===== src/rtl/fft32_pkg.sv =====
// Shared constants, FSM state type and bit-reversal helper for the 32-point FFT datapath.
package fft32_pkg;

  localparam int unsigned FFT_N     = 32;
  localparam int unsigned FFT_LOG2N = 5;

  typedef enum logic {
    ST_IDLE   = 1'b0,
    ST_STREAM = 1'b1
  } state_t;

  function automatic logic [FFT_LOG2N-1:0] bitrev5(input logic [FFT_LOG2N-1:0] i);
    logic [FFT_LOG2N-1:0] r;
    r = '0;
    for (int b = 0; b < FFT_LOG2N; b++) begin
      r[b] = i[FFT_LOG2N-1-b];
    end
    return r;
  endfunction

endpackage


===== src/rtl/fft32_word_mux.sv =====
// Combinational 32:1 word select over a flat frame bus.
module fft32_word_mux
  import fft32_pkg::*;
#(
  parameter int unsigned DATA_WIDTH = 16
) (
  input  logic [FFT_N*DATA_WIDTH-1:0] words,
  input  logic [FFT_LOG2N-1:0]        sel,
  output logic [DATA_WIDTH-1:0]       word_c
);

  always_comb begin
    word_c = '0;
    for (int k = 0; k < FFT_N; k++) begin
      if (sel == FFT_LOG2N'(k)) word_c = words[k*DATA_WIDTH +: DATA_WIDTH];
    end
  end

endmodule


===== src/rtl/fft32_output_serializer.sv =====
// Captures a 32-word FFT frame in one cycle and streams it out over valid/ready.
// Define FFT32_BITREV_EN to emit bit-reversed storage in natural order.
module fft32_output_serializer
  import fft32_pkg::*;
#(
  parameter int unsigned DATA_WIDTH = 16
) (
  input  logic                        clk,
  input  logic                        rst_n,
  input  logic                        load,
  input  logic [FFT_N*DATA_WIDTH-1:0] in_bus,
  output logic                        busy,
  output logic                        m_valid,
  input  logic                        m_ready,
  output logic [DATA_WIDTH-1:0]       m_data,
  output logic [FFT_LOG2N-1:0]        m_index,
  output logic                        m_last,
  output logic                        done,
  output logic                        overrun
);

  localparam logic [FFT_LOG2N-1:0] LAST_POS = FFT_LOG2N'(FFT_N - 1);

  state_t                      state;
  logic [FFT_LOG2N-1:0]        cnt;
  logic [FFT_N*DATA_WIDTH-1:0] frame_q;

  logic                        hs_c;
  logic                        final_c;
  logic                        load_ok_c;
  logic [FFT_LOG2N-1:0]        rd_pos_c;
  logic [FFT_LOG2N-1:0]        rd_addr_c;
  logic [DATA_WIDTH-1:0]       rd_word_c;

  assign hs_c      = (state == ST_STREAM) & m_ready;
  assign final_c   = hs_c & (cnt == LAST_POS);
  assign load_ok_c = load & ((state == ST_IDLE) | final_c);
  assign rd_pos_c  = cnt + FFT_LOG2N'(1);

`ifdef FFT32_BITREV_EN
  assign rd_addr_c = bitrev5(rd_pos_c);
`else
  assign rd_addr_c = rd_pos_c;
`endif

  // Pre-fetches the word for the next position so m_data is a register.
  fft32_word_mux #(
    .DATA_WIDTH (DATA_WIDTH)
  ) u_word_mux (
    .words  (frame_q),
    .sel    (rd_addr_c),
    .word_c (rd_word_c)
  );

  assign busy    = (state == ST_STREAM);
  assign m_valid = busy;
  assign m_index = cnt;

  always_ff @(posedge clk or negedge rst_n) begin
    if (!rst_n) begin
      state   <= ST_IDLE;
      cnt     <= '0;
      frame_q <= '0;
      m_data  <= '0;
      m_last  <= 1'b0;
      done    <= 1'b0;
      overrun <= 1'b0;
    end else begin
      done <= final_c;
      if (load_ok_c) begin
        // Position 0 maps to element 0 in both orderings.
        frame_q <= in_bus;
        cnt     <= '0;
        state   <= ST_STREAM;
        m_data  <= in_bus[DATA_WIDTH-1:0];
        m_last  <= 1'b0;
        overrun <= 1'b0;
      end else begin
        if (load) overrun <= 1'b1;
        if (final_c) begin
          state  <= ST_IDLE;
          m_last <= 1'b0;
        end else if (hs_c) begin
          cnt    <= rd_pos_c;
          m_data <= rd_word_c;
          m_last <= (rd_pos_c == LAST_POS);
        end
      end
    end
  end

endmodule


===== config.mk =====
export PLATFORM = sky130hd
export DESIGN_NAME = fft32_output_serializer
export DESIGN_NICKNAME = d
export VERILOG_FILES = /design/src/rtl/fft32_pkg.sv /design/src/rtl/fft32_word_mux.sv /design/src/rtl/fft32_output_serializer.sv
export SDC_FILE = /design/constraint.sdc
export NUM_CORES = 1
export LEC_CHECK = 0
export BUFFER_PORTS_ARGS = -buffer_cell sky130_fd_sc_hd__buf_2
export CAP_MARGIN = 40
export CORE_MARGIN = 1.5
export CORE_UTILIZATION = 50
export CTS_CLUSTER_SIZE = 12
export DETAILED_ROUTE_END_ITERATION = 7
export PLACE_DENSITY_LB_ADDON = 0.25
export SYNTH_ARGS = -nofsm -noshare
export SYNTH_HDL_FRONTEND = slang
export SYNTH_SLANG_ARGS = --single-unit

===== constraint.sdc =====
create_clock -name clk -period 3.8 [get_ports clk]
set_input_delay 0.38 -clock clk [delete_from_list [all_inputs] [get_ports clk]]
set_output_delay 0.38 -clock clk [all_outputs]
set_load 0.01 [all_outputs]

After elaboration in Yosys (flattened, before gate mapping):

Index checks and enable logic that the tools add are counted.

* reductions and logical operators: 6
* multiplexer cells: 45
* $mul: 0
* equal/unequal tests: 33
* bitwise logic cells: 5
* divide/modulo/power cells: 0
* add/sub/neg operators: 1
* shift operators: 0
* $lt $le $gt $ge: 0

Operators by type and width (count)
* two-way mux 16 bit: 35
* == test 5 bit (second input constant): 17
* == test 5 x 4 -> 1 bit (second input constant): 8
* == test 5 x 3 -> 1 bit (second input constant): 4
* two-way mux 5 bit: 3
* == test 5 x 2 -> 1 bit (second input constant): 2
* two-way mux 1 bit: 7
* nonzero test 2 bit: 3
* adder 5 x 1 -> 5 bit (second input constant): 1
* == test 5 x 1 -> 1 bit (second input constant): 1
* zero test 5 bit: 1
* bitwise AND 1 bit: 3
* nonzero test 3 bit: 1
* != test 2 x 1 -> 1 bit (second input constant): 1
* AND reduction 2 bit: 1
* inverter 1 bit: 1
* OR 1 bit: 1

* memories kept: 0
* bits in latches: 0
* output and inout bits: 26
* flip-flop bits (word level): 537
* memory bits (read-only): 0
* word-level logic and storage cells: 97
* bits in writable memories: 0

Depth between registers and ports, before layout:

Gate-level depths: netlist of run 1.

* word-level depth: 37
* gate-level depth with buffers: 15

Hierarchy:

Synthesis of run 1 repeated with hierarchy kept, for this count alone.

* cell total of the unflattened synthesis: 2072
* area total of the unflattened synthesis: 26361.5 µm²

Modules (own cells, without submodules)
* fft32_output_serializer: cells each 1178, sequential area each 13437.9 µm², area an instance 20251.9 µm², times used 1
* fft32_word_mux: cells each 894, sequential area each 0.0 µm², area an instance 6109.6 µm², times used 1

Worst setup path before layout of run 1:

No wires, ideal clock.

* kind: flip-flop to flip-flop
* from: register cnt[0], in the netlist m_index[0]
* to: register m_data[13]
* slack: 725 ps
* clock period less this slack: 3075 ps
* cell stages (with the launch flop): 15
* arrival time: 2996 ps
* required time: 3721 ps
* setup time: 79 ps
* cells stage by stage: dfrtp_1 ha_1 nand2_1 nor2_1 ha_1 buf_2 buf_4 nand2_1 clkbuf_1 a21oi_1 a221oi_1 o22ai_1 nand3_1 a21oi_1 a2bb2oi_1

* word-level cells in the longest chain between the ends: 37

Ends and longest elaborated chain
* from (decl): RTL line fft32_output_serializer.sv:25 `logic [FFT_LOG2N-1:0] cnt;`
* from (signal assigned): RTL line fft32_output_serializer.sv:84 `cnt <= rd_pos_c;`
* adder 5 x 1 -> 5 bit: RTL line fft32_output_serializer.sv:38 `assign rd_pos_c = cnt + FFT_LOG2N'(1);`
* zero test 5 bit: RTL line fft32_word_mux.sv:15 `if (sel == FFT_LOG2N'(k)) word_c = words[k*DATA_WIDTH +: DATA_WIDTH];`
* two-way mux 16 bit (32 in series): RTL line fft32_word_mux.sv:15
* two-way mux 16 bit: RTL line fft32_output_serializer.sv:83 `end else if (hs_c) begin`
* two-way mux 16 bit: RTL line fft32_output_serializer.sv:80 `if (final_c) begin`
* two-way mux 16 bit: RTL line fft32_output_serializer.sv:70 `if (load_ok_c) begin`
* to (signal assigned): RTL line fft32_output_serializer.sv:75 `m_data <= in_bus[DATA_WIDTH-1:0];`
* to (signal assigned): RTL line fft32_output_serializer.sv:85 `m_data <= rd_word_c;`
* to (decl): RTL line fft32_output_serializer.sv:15 `output logic [DATA_WIDTH-1:0] m_data,`

Several ways; a longest one is shown, not always the timed one. The select of a mux whose other input is x is not followed.
A chain may end at the register's enable or synchronous reset.

Final worst setup path of run 1:

* from: register cnt[0], in the netlist m_index[0]
* to: register m_data[15]

The elaborated chain is that of the path after synthesis.

==> results.py, run 1 <==
metrics = {
    "worst_setup_path": {
        "crit_type": "reg2reg",
        "startpoint_type": "flop",
        "cp_max_fo": 17,
        "worst-path-buf-inv": 2,
        "worstSetupEndpointType": "flop",
        "crit_arrival_ps": 4170,
        "path_cells": "ha_1 > nand2_1 > nor2_1 > ha_1 > buf_4 > a2111oi_2 > nor2_1 > buf_4 > o22ai_1 > a311oi_1 > o31ai_1 > a211oi_1 > o31ai_1",
        "crit_required_ps": 4330,
        "cp_slowest_cell": "a2111oi_2",
        "cp_slowest_stage_delay_ps": 610,
        "crit_family": "compound AO/OA/AOI/OAI gates",
    },
    "synth": {
        "synth-adder-area-share": 0.00285,
        "syn_nets": 3828,
        "synthFlopType": "dfrtp_1",
        "avgSynthCellArea_um2": 7.96,
        "ys_seq_elements": 537,
        "syn_inst": 3306,
        "netlist.top_cell.by_area": "dfrtp_1",
        "async_flop_share": 1.00,
        "ys_types": 86,
        "yosysSeqAreaShare": 0.510,
        "synth_enable_flop_cells": 0,
        "synth-simple-area-share": 0.291,
        "synth_top_cell_area_share": 0.510,
        "yosysWarningCount": 0,
        "synthesis.area_um2": 26300,
        "synth_area_leaders": "dfrtp_1 51%, nand2_1 24%, clkbuf_1 2.2%, o21ai_0 2.0%, a21oi_1 1.8%",
        "synthMuxAreaShare": 0.000760,
        "synthXorXnorAreaFrac": 0,
        "synth_top_family_by_area": "simple AND/OR/NAND/NOR gates",
        "synth_compound_area_frac": 0.158,
    },
    "die": {
        "die_x_um": 232,
        "start_util": 0.509,
        "row_count": 83,
        "ios": 542,
        "dieArea_um2": 54000,
        "chipHeight_um": 232,
        "core_area_um2": 51700,
    },
    "routing": {
        "drtPass1Iterations": 7,
        "drc": 0,
        "routed_via_density": 6.02,
        "first_iter_violations": 4115,
        "num_vias": 30100,
        "routedWlPerCell_um": 24.9,
        "drt-total-wl_um": 125000,
        "postRouteAntennaNets": 0,
    },
    "timing": {
        "clock_skew_ps": 14.7,
        "setup_tns_ps": 0,
        "final_max_slew_viol_count": 0,
        "max_clock_freq_ghz": 0.275,
        "fin_crit_sh": 0.957,
        "fin_crit_ps": 3640,
        "holdWs_ps": -16.8,
        "worst_slew_pin_slew_ps": 1070,
        "hold_viol_final": 4,
        "relSlewSlack": 0.286,
        "finalSetupViolations": 0,
        "rsz0062_at_grt": "no",
    },
    "clock_network": {
        "insertion_delay_ps": 630,
        "clock_path_buffers": 3,
        "clkSinkCount": 537,
        "root_buffer": "clkbuf_16",
        "htreeDepth": 2,
        "cts_tree": "done",
        "clk_pin_slew_worst_paths_ps": 60,
        "cts_buffers": 55,
    },
    "global_route": {
        "grt_first_pass_wirelength_um": 183000,
        "grt_overflow": 0,
        "grt_util_all_layers": 0.455,
        "antenna_found_initial": 1,
        "grt_max_degree": 221,
        "grt_pass1_vias": 29800,
    },
    "cells_and_area": {
        "drive_above_1_share": 0.187,
        "fin_area_um2": 36500,
        "synthToLayoutAreaGrowth_pct": 38.6,
        "final_nets": 4811,
        "finish.utilization": 0.705,
        "fillCellCount": 3830,
    },
    "outcome": {
        "outcome": "finished, violations left",
        "violations": "hold timing",
    },
    "placed_design": {
        "dpl_cell_area_um2": 30300,
        "dp_hpwl_um": 84300,
        "portBuffers": 541,
        "place.gp.congestion": 1.06,
    },
    "flow_run": {
        "cap_violations": 0,
    },
    "pwr": {
        "p_leak_nw": 18.7,
        "power.density_nw_per_um2": 693,
        "peakVddDrop_v": 0.000388,
        "total_power_w": 0.0253,
    },
    "worst_hold_path": {
        "hold_path.class": "in2reg",
    },
}
[Yosys cell counts, types with 7 or more instances]
cell type	count
a21oi_1	96
nor2_1	105
o21ai_0	107
a21o_1	14
o211ai_1	14
buf_1	17
nor4_1	11
a2111oi_0	8
a22o_1	8
o22ai_1	56
clkbuf_1	154
inv_1	14
nand4_1	14
o21a_1	16
buf_2	31
nand2b_1	12
a31oi_1	14
nand3_1	53
a221o_1	11
nand2_1	1652
o221ai_1	32
or3_1	7
o22a_1	10
o21ai_1	15
dfrtp_1	537
a221oi_1	33
a211o_1	13
nor3_1	44
a211oi_1	29
o31ai_1	10
a22oi_1	30
[cells by family after synthesis]
logic type	Yosys count
compound gates	592
flops	537
fa+ha+maj	6
simple gates	1939
mux	2
buf+inv	230
[tightest hold or removal path, stage by stage]
cell	delay, ps
buf_2	80
nand2_1	60
nand2_1	60
[through the flow]
stage | setup WS (ps) | std cells
final | 164 | 5006
after global routing | 5.84 | 5003
after CTS | 131 | 5001
after detailed placement | 190 | 4464
after global placement | 69.0 | 4462
after floorplan | 725 | 3306
[path summary, 6_finish.rpt]
path | start | to | slack [ps] | cells past startpoint
worst max-delay path | m_index[0] | m_data[15] | 160 | 13
worst min register to register | frame_q[83] | frame_q[83] | 470 | 2
min in group asynchronous | rst_n | frame_q[130] | 370 | 2
worst min-delay path | in_bus[242] | frame_q[242] | -20 | 3
max in group asynchronous | rst_n | frame_q[354] | 2320 | 4
worst max register to register | m_index[0] | m_data[15] | 160 | 13
[cell usage in the layout (no fill, tap or decap), drive strengths merged, types with 16 or more instances in the layout]
cell         instances
a22oi               30
o22ai               56
clkbuf              81
inv                 18
a221oi              33
buf                691
dlygate4sd3        448
o21a                16
a21oi              100
nor3                45
o221ai              32
nor2               112
a211oi              31
o21ai              123
dfrtp              537
nand3               53
nand2             1655
[where the power goes]
group	internal, W	leakage (nW)	total, W	switching [W]
clock network	0.00298	0.831	0.00530	0.00233
registers	0.00819	6.76	0.0108	0.00258
logic	0.00354	11.1	0.00922	0.00568
[metal layers]
layer / part of all wire / vias up / wire length [um] / track usage
met5: 0 / - / 0 / 0
met1: 0.36 / 14300 / 44700 / 0.564
li1: - / 13000 / - / -
met3: 0.11 / 597 / 13800 / 0.110
met2: 0.45 / 2227 / 56700 / 0.709
met4: 0.076 / 0 / 9520 / 0.303
[final cells by class]
type / count / area, um2 / share of cell area
clock inverters: 10 / 115 / 0.00316
diodes: 3 / 7.51 / 0.000206
inverters: 17 / 63.8 / 0.00175
repair buffers: 1139 / 8460 / 0.232
well taps: 680 / 851 / 0.0233
clock buffers: 81 / 1570 / 0.0432
multi-input cells: 2539 / 12000 / 0.328
flip-flops and latches: 537 / 13400 / 0.368
[sequential cells by signal, indices dropped and copies added, names as in the netlist]
signal,flops
done,1
m_index,5
m_data,16
overrun,1
frame_q,512
busy,1
m_last,1
[timing repair]
action / in CTS / in global routing
gates resized for setup: 0 / 1
endpoints found under the setup margin: 0 / 1
hold endpoints to repair: 518 / 2
buffers inserted: 0 / 0
hold buffers: 446 / 2
Note: power is estimated with default switching activity, not from simulation.
==> run 2: changes to the inputs <==
==> constraint.sdc (replaced) <==
create_clock -name clk -period 3.8 [get_ports clk]
set_input_delay 0.57 -clock clk [delete_from_list [all_inputs] [get_ports clk]]
set_output_delay 0.57 -clock clk [all_outputs]
set_load 0.01 [all_outputs]
==> run 2 against run 1 <==
  * The flow now finishes without violations
  * Non-clock buffer count is 458 lower
  * Sequential power hardly changed
  * Total power is 2.6% lower
  * Largest cell class unchanged
  * Routed wire length is 13% lower
==> results.py, run 2 (synthesis gave the netlist of run 1 again) <==
metrics = {
    "worst_setup_path": {
        "crit_arrival_ps": 4280,
        "startpoint_type": "flop",
        "cp_slowest_cell": "a211oi_1",
        "cp_max_fo": 13,
        "worstSetupEndpointType": "flop",
        "crit_type": "reg2reg",
        "path_cells": "ha_1 > nand2_1 > nor2_1 > ha_1 > clkinv_1 > nand2_1 > a21o_1 > o221ai_1 > a22o_1 > a211oi_1 > o21ai_0 > a211oi_1",
        "reg2reg_slack_ps": 60,
        "crit_required_ps": 4340,
        "cp_slowest_stage_delay_ps": 520,
    },
    "timing": {
        "max_clock_freq_ghz": 0.268,
        "setup_ws_ps": 63.2,
        "fin_crit_sh": 0.983,
        "clock_skew_ps": 24.3,
        "fin_crit_ps": 3740,
        "finalSetupViolations": 0,
        "worst_slew_pin_slew_ps": 882,
        "hold_viol_final": 0,
        "rsz0062_at_grt": "no",
        "final_max_slew_viol_count": 0,
        "setup_tns_ps": 0,
        "relSlewSlack": 0.412,
    },
    "routing": {
        "first_iter_violations": 3374,
        "postRouteAntennaNets": 0,
        "drc": 0,
        "num_vias": 26800,
        "routedWlPerCell_um": 23.9,
        "routed_via_density": 5.90,
        "drt-total-wl_um": 109000,
        "drtPass1Iterations": 6,
    },
    "pwr": {
        "pwr-share-seq": 0.433,
        "clock_power_share": 0.212,
        "swShare": 0.415,
        "p_sw_w": 0.0102,
        "total_power_w": 0.0246,
        "peakVddDrop_v": 0.000388,
        "power.density_nw_per_um2": 770,
        "p_comb_frac": 0.355,
        "p_leak_nw": 16.8,
        "p_int_w": 0.0144,
    },
    "global_route": {
        "grt_max_degree": 166,
        "grt_overflow": 0,
        "grt_pass1_vias": 25800,
        "antenna_found_initial": 2,
        "grt_util_all_layers": 0.401,
        "grt_first_pass_wirelength_um": 160000,
    },
    "clock_network": {
        "clkSinkCount": 537,
        "post_cts_buffers": 0,
        "htreeDepth": 2,
        "clock_path_buffers": 3,
        "cts_tree": "done",
        "root_buffer": "clkbuf_16",
        "cts_resized": 0,
        "insertion_delay_ps": 640,
        "hold_buffers": 0,
        "clk_pin_slew_worst_paths_ps": 60,
        "cts_buffers": 55,
    },
    "cells_and_area": {
        "fillCellCount": 4727,
        "final_common_cell": "nand2_1",
        "top_register": "frame_q",
        "synthToLayoutAreaGrowth_pct": 21.5,
        "largest_reg_flops": 512,
        "final_cell_mix": "1650 x nand2_1, 540 x buf_2, 537 x dfrtp_1",
        "finish.utilization": 0.619,
        "final_nets": 4353,
        "drive_above_1_share": 0.209,
        "fin_cells": 4546,
    },
    "die": {
        "chipHeight_um": 232,
        "dieArea_um2": 54000,
        "ios": 542,
        "die_x_um": 232,
        "start_util": 0.509,
        "core_area_um2": 51700,
        "row_count": 83,
    },
    "placed_design": {
        "dp_hpwl_um": 83200,
        "dp_cells": 4454,
        "place_worst_setup_slack_ps": 54.5,
        "place.gp.congestion": 1.07,
        "portBuffers": 541,
    },
    "outcome": {
        "outcome": "complete, no violations",
    },
    "flow_run": {
        "cap_violations": 0,
    },
    "worst_hold_path": {
        "hold_path.class": "in2async",
    },
}
[run 2: area by class of cell]
type                       count  area (um2)  share of cell area
clock buffer                  81        1580              0.0495
tap                          680         851              0.0266
sequential                   537       13400               0.420
inverter                      17        63.8             0.00199
timing repair buffer         681        3950               0.124
multi-input combinational   2539       12000               0.375
antenna                        1        2.50           0.0000782
clock inverter                10        91.3             0.00286
[run 2: through the flow]
stage | cell area [um2] | hold WS [ps]
finish | 32000 | 24.4
global route | 32000 | 86.6
global placement | 30200 | 451
CTS | 31900 | 46.4
detailed placement | 30300 | 457
floorplan | 26300 | 274
[run 2: routing by layer]
layer	GRT usage	vias to the layer above	part of all wire
li1	-	12100	-
met1	0.543	12700	0.40
met2	0.609	1638	0.45
met3	0.0760	348	0.096
met4	0.219	0	0.061
met5	0	-	0
[run 2: power by group through the flow]
stage,registers [W],logic [W],clock network (W)
floorplan,0.00934,0.00516,0
global placement,0.0106,0.00823,0
detailed placement,0.0106,0.00838,0
CTS,0.0106,0.00844,0.00524
global route,0.0108,0.00944,0.00545
finish,0.0107,0.00876,0.00522
[run 2: worst paths after layout]
check / from / end / cells past startpoint
max in group asynchronous: rst_n / frame_q[168] / 3
max reg2reg: m_index[0] / m_data[14] / 12
min: rst_n / frame_q[130] / 1
max: m_index[0] / m_data[14] / 12
min reg2reg: frame_q[13] / frame_q[13] / 2
min in group clk: in_bus[478] / frame_q[478] / 3
[run 2: worst max-delay path: cells and delay by family, from the launching register on]
kind                     cells  cell delay [ps]
buffers and inverters        1              350
flip-flops                   1              380
adder cells (fa/ha/maj)      2              550
AO/OA/AOI/OAI                6             1940
AND/OR/NAND/NOR              3              440
